<file path="config.mk">
export PLATFORM = sky130hd
export DESIGN_NAME = pulse_period_meter
export DESIGN_NICKNAME = d
export VERILOG_FILES = /design/src/rtl/pulse_meter_pkg.sv /design/src/rtl/rising_edge_detect.sv /design/src/rtl/pulse_period_meter.sv
export SDC_FILE = /design/constraint.sdc
export NUM_CORES = 1
export LEC_CHECK = 0
export BUFFER_PORTS_ARGS = -buffer_cell sky130_fd_sc_hd__buf_4
export CAP_MARGIN = 25
export CORE_MARGIN = 5
export CORE_UTILIZATION = 60
export DETAILED_ROUTE_END_ITERATION = 10
export GPL_TIMING_DRIVEN = 0
export PLACE_DENSITY = 0.86
export SLEW_MARGIN = 40
export SYNTH_ARGS = -nofsm -noshare
export SYNTH_HDL_FRONTEND = slang
export SYNTH_SLANG_ARGS = --single-unit
</file>
<file path="constraint.sdc">
create_clock -name clk -period 5.7 [get_ports clk]
set_input_delay 0.285 -clock clk [delete_from_list [all_inputs] [get_ports clk]]
set_output_delay 0.285 -clock clk [all_outputs]
set_load 0.005 [all_outputs]
</file>
<file path="src/rtl/pulse_meter_pkg.sv">
// Shared types and 12 MHz default constants for the pulse period meter.
package pulse_meter_pkg;

  typedef enum logic [1:0] {
    IDLE,
    MEASURE,
    TIMEOUT
  } meter_state_t;

  localparam int unsigned CLK_HZ            = 12_000_000;
  localparam int unsigned ONE_SECOND_CYCLES = CLK_HZ;

endpackage

</file>
<file path="src/rtl/rising_edge_detect.sv">
// Rising-edge detector with optional 2-flop input synchronizer.
// Build option: PULSE_METER_SYNC_EN adds the synchronizer (2 clk extra latency).
module rising_edge_detect (
  input  logic clk,
  input  logic rst,
  input  logic d,
  output logic rise
);

  logic d_s;
  logic pulse_q;

`ifdef PULSE_METER_SYNC_EN
  logic [1:0] sync_q;

  // Two-stage synchronizer for an asynchronous pulse source.
  always_ff @(posedge clk or posedge rst) begin
    if (rst) begin
      sync_q <= 2'b00;
    end else begin
      sync_q <= {sync_q[0], d};
    end
  end

  assign d_s = sync_q[1];
`else
  assign d_s = d;
`endif

  // Delayed copy of the (possibly synchronized) input for edge detection.
  always_ff @(posedge clk or posedge rst) begin
    if (rst) begin
      pulse_q <= 1'b0;
    end else begin
      pulse_q <= d_s;
    end
  end

  assign rise = d_s & ~pulse_q;

endmodule

</file>
<file path="src/rtl/pulse_period_meter.sv">
// Measures the clk-cycle interval between rising edges of pulse_in, flags
// loss of pulses (timeout) and lock onto a period near EXPECTED.
// Build option: PULSE_METER_SYNC_EN inserts a 2-flop synchronizer on pulse_in.
module pulse_period_meter
  import pulse_meter_pkg::*;
#(
  parameter int unsigned WIDTH          = 24,
  parameter int unsigned EXPECTED       = ONE_SECOND_CYCLES,
  parameter int unsigned TOL            = 1_200,
  parameter int unsigned TIMEOUT_CYCLES = 16_000_000,
  parameter int unsigned LOCK_COUNT     = 4
) (
  input  logic             clk,
  input  logic             rst,
  input  logic             pulse_in,
  output logic [WIDTH-1:0] period,
  output logic             period_valid,
  output logic             locked,
  output logic             timeout
);

  // One extra bit so |period - EXPECTED| never wraps.
  localparam logic [WIDTH:0]   ExpW     = (WIDTH+1)'(EXPECTED);
  localparam logic [WIDTH:0]   TolW     = (WIDTH+1)'(TOL);
  localparam logic [WIDTH-1:0] TimeoutW = WIDTH'(TIMEOUT_CYCLES);
  localparam logic [3:0]       LockW    = 4'(LOCK_COUNT);

  logic             rise;
  meter_state_t     state_q, state_d;
  logic [WIDTH-1:0] counter_q, counter_d;
  logic [WIDTH-1:0] period_q, period_d;
  logic             valid_q, valid_d;
  logic             locked_q, locked_d;
  logic             timeout_q, timeout_d;
  logic [3:0]       lock_cnt_q, lock_cnt_d;
  logic [WIDTH:0]   cnt_ext;
  logic [WIDTH:0]   diff;
  logic             in_tol;

  rising_edge_detect u_edge (
    .clk  (clk),
    .rst  (rst),
    .d    (pulse_in),
    .rise (rise)
  );

  // Tolerance test on the interval about to be reported.
  always_comb begin
    cnt_ext = {1'b0, counter_q};
    diff    = (cnt_ext >= ExpW) ? (cnt_ext - ExpW) : (ExpW - cnt_ext);
    in_tol  = (diff <= TolW);
  end

  // Next-state logic: FSM, interval counter, period capture and lock tracking.
  always_comb begin
    state_d    = state_q;
    counter_d  = counter_q;
    period_d   = period_q;
    valid_d    = 1'b0;
    locked_d   = locked_q;
    timeout_d  = timeout_q;
    lock_cnt_d = lock_cnt_q;
    unique case (state_q)
      IDLE: begin
        counter_d = '0;
        if (rise) begin
          state_d   = MEASURE;
          counter_d = WIDTH'(1);
        end
      end
      MEASURE: begin
        if (rise) begin
          // A rise coinciding with the timeout threshold still counts as a period.
          period_d  = counter_q;
          valid_d   = 1'b1;
          counter_d = WIDTH'(1);
          if (in_tol) begin
            if (lock_cnt_q < LockW) lock_cnt_d = lock_cnt_q + 4'd1;
            if (lock_cnt_d >= LockW) locked_d = 1'b1;
          end else begin
            lock_cnt_d = '0;
            locked_d   = 1'b0;
          end
        end else if (counter_q == TimeoutW) begin
          state_d    = TIMEOUT;
          timeout_d  = 1'b1;
          locked_d   = 1'b0;
          lock_cnt_d = '0;
        end else begin
          counter_d = counter_q + WIDTH'(1);
        end
      end
      TIMEOUT: begin
        // Counter stays frozen; the recovering edge only restarts measurement.
        if (rise) begin
          state_d   = MEASURE;
          counter_d = WIDTH'(1);
          timeout_d = 1'b0;
        end
      end
      default: state_d = IDLE;
    endcase
  end

  // State and registered outputs.
  always_ff @(posedge clk or posedge rst) begin
    if (rst) begin
      state_q    <= IDLE;
      counter_q  <= '0;
      period_q   <= '0;
      valid_q    <= 1'b0;
      locked_q   <= 1'b0;
      timeout_q  <= 1'b0;
      lock_cnt_q <= '0;
    end else begin
      state_q    <= state_d;
      counter_q  <= counter_d;
      period_q   <= period_d;
      valid_q    <= valid_d;
      locked_q   <= locked_d;
      timeout_q  <= timeout_d;
      lock_cnt_q <= lock_cnt_d;
    end
  end

  assign period       = period_q;
  assign period_valid = valid_q;
  assign locked       = locked_q;
  assign timeout      = timeout_q;

endmodule

</file>
==> metrics <==
worst-path cell chain clkbuf_1, inv_1, ha_1, clkbuf_1, nor4b_1, a21oi_1, o31ai_1, mux2i_1, a2111oi_0, nand3b_1, or4_4, o21ai_1; Buf/Inv on CP 3; max-cap viol count 0; Initial Util 62.3%; largest net degree at the start of global routing 31; EDFF count, synth 0; Wirelength per Cell 19.3 um; DR vias/cell 6.64; CTS root buf clkbuf_8; Pwr Density 239 nW/um2; TritonCTS clock tree done; Setup Skew 0.00776 ns; WHS Path Cells 1; DIE HEIGHT 91.4 um; H-tree levels 3; layout cells sized above 1 17.8%; clock sink count 58; placed cell count 570; register area share after synthesis 36.5%; GRT overflow 0; status complete, no violations; Worst path slowest cell a2111oi_0; Reg2Reg Setup Slack 1.71 ns; Worst-Margin Slew 0.697 ns; fin crit share 70.1%; first-pass GRT wire length 18800 um; initial antenna violation count 0; R2R depth 12; Hold Violations, Final 0; Warnings, synthesis 0; Total Routing Usage GR 27.5%; Post-DRT Antenna Nets 0; Crit path required time 5.97 ns; Final Setup Violations 0; Power, Total 1.08 mW; Max Buffers Root-to-Sink 2; worst relative slew slack 52.3%; clk_lat worst skew 0.35 ns; CP Capture Type flop; Yosys reg bits 58; setup TNS 0 ns; Lkg Pwr 1.96 nW; Layout area overhead 13.6%; Worst Setup Start Kind flop; Die Span X 91.4 um; Crit path largest cell delay 0.68 ns; Port-buffer cells 29; Worst Setup EP lock_cnt_q[1]$_DFFE_PP0P_; DRT Pass-1 Iters 8; Crit path top cell by count clkbuf_1; Post-Layout Cell Count 587; num rows 29; commonest non-fill, non-tap cell in the layout dfrtp_1; most frequent cells in the layout 58 x dfrtp_1, 51 x nor2_1, 47 x nand2_1, 30 x buf_4, 27 x o21ai_0; vias in the first global route 3726; DRT iter0 DRCs 470; Slew Viols, Final 0; Net Count, Synth 476; n_diodes 0; mean post-synth cell area 8.59 um2; Top FF cell, synth dfrtp_1; net count reported at finish 518; r2r endpoint lock_cnt_q[1]$_DFFE_PP0P_; gp weighted congestion 0.922; post-CTS sizing 0; Min Hold Slack 0.0583 ns; Num CTS Buffers 9; CP top delay family compound AO/OA/AOI/OAI gates; I/O pin cnt 30; drt total wl 11300 um; critical path peak fanout 10; Max VDD drop 0.220 mV; clk slew on worst S/H paths 0.07 ns; crit path time final 3.99 ns; launch point of the critical path counter_q[0]$_DFFE_PP0P_; Peak Freq 0.250 GHz; Mapped Area 3980 um2; Post-Synthesis Cells 463; HPWL Detailed 8220 um; Hold WC Path Type in2reg; Crit. path cell count 12; reg2reg start counter_q[0]$_DFFE_PP0P_; Setup CP Type reg2reg; RSZ-0062 raised after global routing no; Core Box Area 6390 um2; Synth cell types 77; die area 8360 um2; arrival time worst endpoint 4.27 ns; ys async rst share 100%; post-route DRC violation count 0; routed via count 3899
## Yosys cell counts, drive strengths merged, types with 3 or more instances
cell / n / area, um2
a21o: 3 / 22.5
a21oi: 24 / 120
a2bb2oi: 3 / 32.5
a31oi: 7 / 43.8
and2: 7 / 43.8
and3: 7 / 45.1
buf: 16 / 93.8
clkbuf: 19 / 71.3
dfrtp: 58 / 1450
ha: 10 / 125
inv: 18 / 67.6
mux2: 13 / 146
mux2i: 3 / 30.0
nand2: 47 / 176
nand2b: 4 / 25.0
nand3: 16 / 85.1
nand4: 10 / 62.6
nand4b: 5 / 43.8
nor2: 52 / 198
nor2b: 6 / 37.5
nor3: 8 / 45.0
nor4: 5 / 61.3
o211ai: 4 / 30.0
o21a: 3 / 22.5
o21ai: 30 / 150
o21bai: 3 / 22.5
o221ai: 3 / 32.5
o31ai: 5 / 37.5
o41ai: 3 / 33.8
or3: 4 / 25.0
or4: 3 / 26.3
xnor2: 19 / 166
xor2: 7 / 61.3
## routing by layer
metal	wire, um	GRT usage, %
met1	4520	35.2
met2	5360	44.5
met3	1030	6.45
met4	391	11.6
met5	0	0
## registers in the layout (all words and copies together) (netlist names)
register        count
counter_q          24
lock_cnt_q          4
locked              1
period             24
period_valid        1
state_q             2
timeout             1
u_edge.pulse_q      1
## power by group
group          leakage (nW)  switching [mW]  internal (mW)
clock                 0.103           0.171          0.212
combinational          1.06           0.163         0.0906
sequential            0.799          0.0146          0.430
total                  1.96           0.349          0.733
## cell type report
| type | count | area [um2] |
|---|---|---|
| Clock buffer | 11 | 141 |
| Timing Repair Buffer | 31 | 248 |
| Sequential cell | 58 | 1450 |
| Tap cell | 77 | 96.3 |
| Buffer | 35 | 165 |
| Fill cell | 497 | 1870 |
| Clock inverter | 5 | 53.8 |
| Inverter | 18 | 70.1 |
| Multi-Input combinational cell | 352 | 2290 |
## cell families after synthesis
logic type / synth area share (%)
simple gates: 24.4
compound gates: 19.9
flops: 36.5
buf+inv: 5.85
xor+xnor: 5.72
mux: 4.43
fa+ha+maj: 3.14
## worst min-delay path by stage
stage | to | startpoint | slack (ns)
after global routing | u_edge.pulse_q$_DFF_PP0_ | pulse_in | 0.05
after global placement | u_edge.pulse_q$_DFF_PP0_ | pulse_in | 0.41
final | u_edge.pulse_q$_DFF_PP0_ | pulse_in | 0.06
after detailed placement | period[6]$_DFFE_PP0P_ | rst | 0.30
after floorplan | u_edge.pulse_q$_DFF_PP0_ | pulse_in | 0.32
after CTS | u_edge.pulse_q$_DFF_PP0_ | pulse_in | 0.06
## through the flow
stage	util, %	cell area, um2	setup WS, ns
global placement	67.2	4290	1.96
detailed placement	67.6	4320	1.86
finish	70.8	4520	1.71
global route	70.8	4520	1.41
CTS	70.8	4520	1.80
floorplan	-	3980	2.62
## what timing repair did
| action | 4_1_cts | 5_1_grt |
|---|---|---|
| hold buffers | 1 | 0 |
| hold endpoints to repair | 28 | 0 |
| setup buffers | 0 | 0 |
Power figures use the tool's default switching activity.
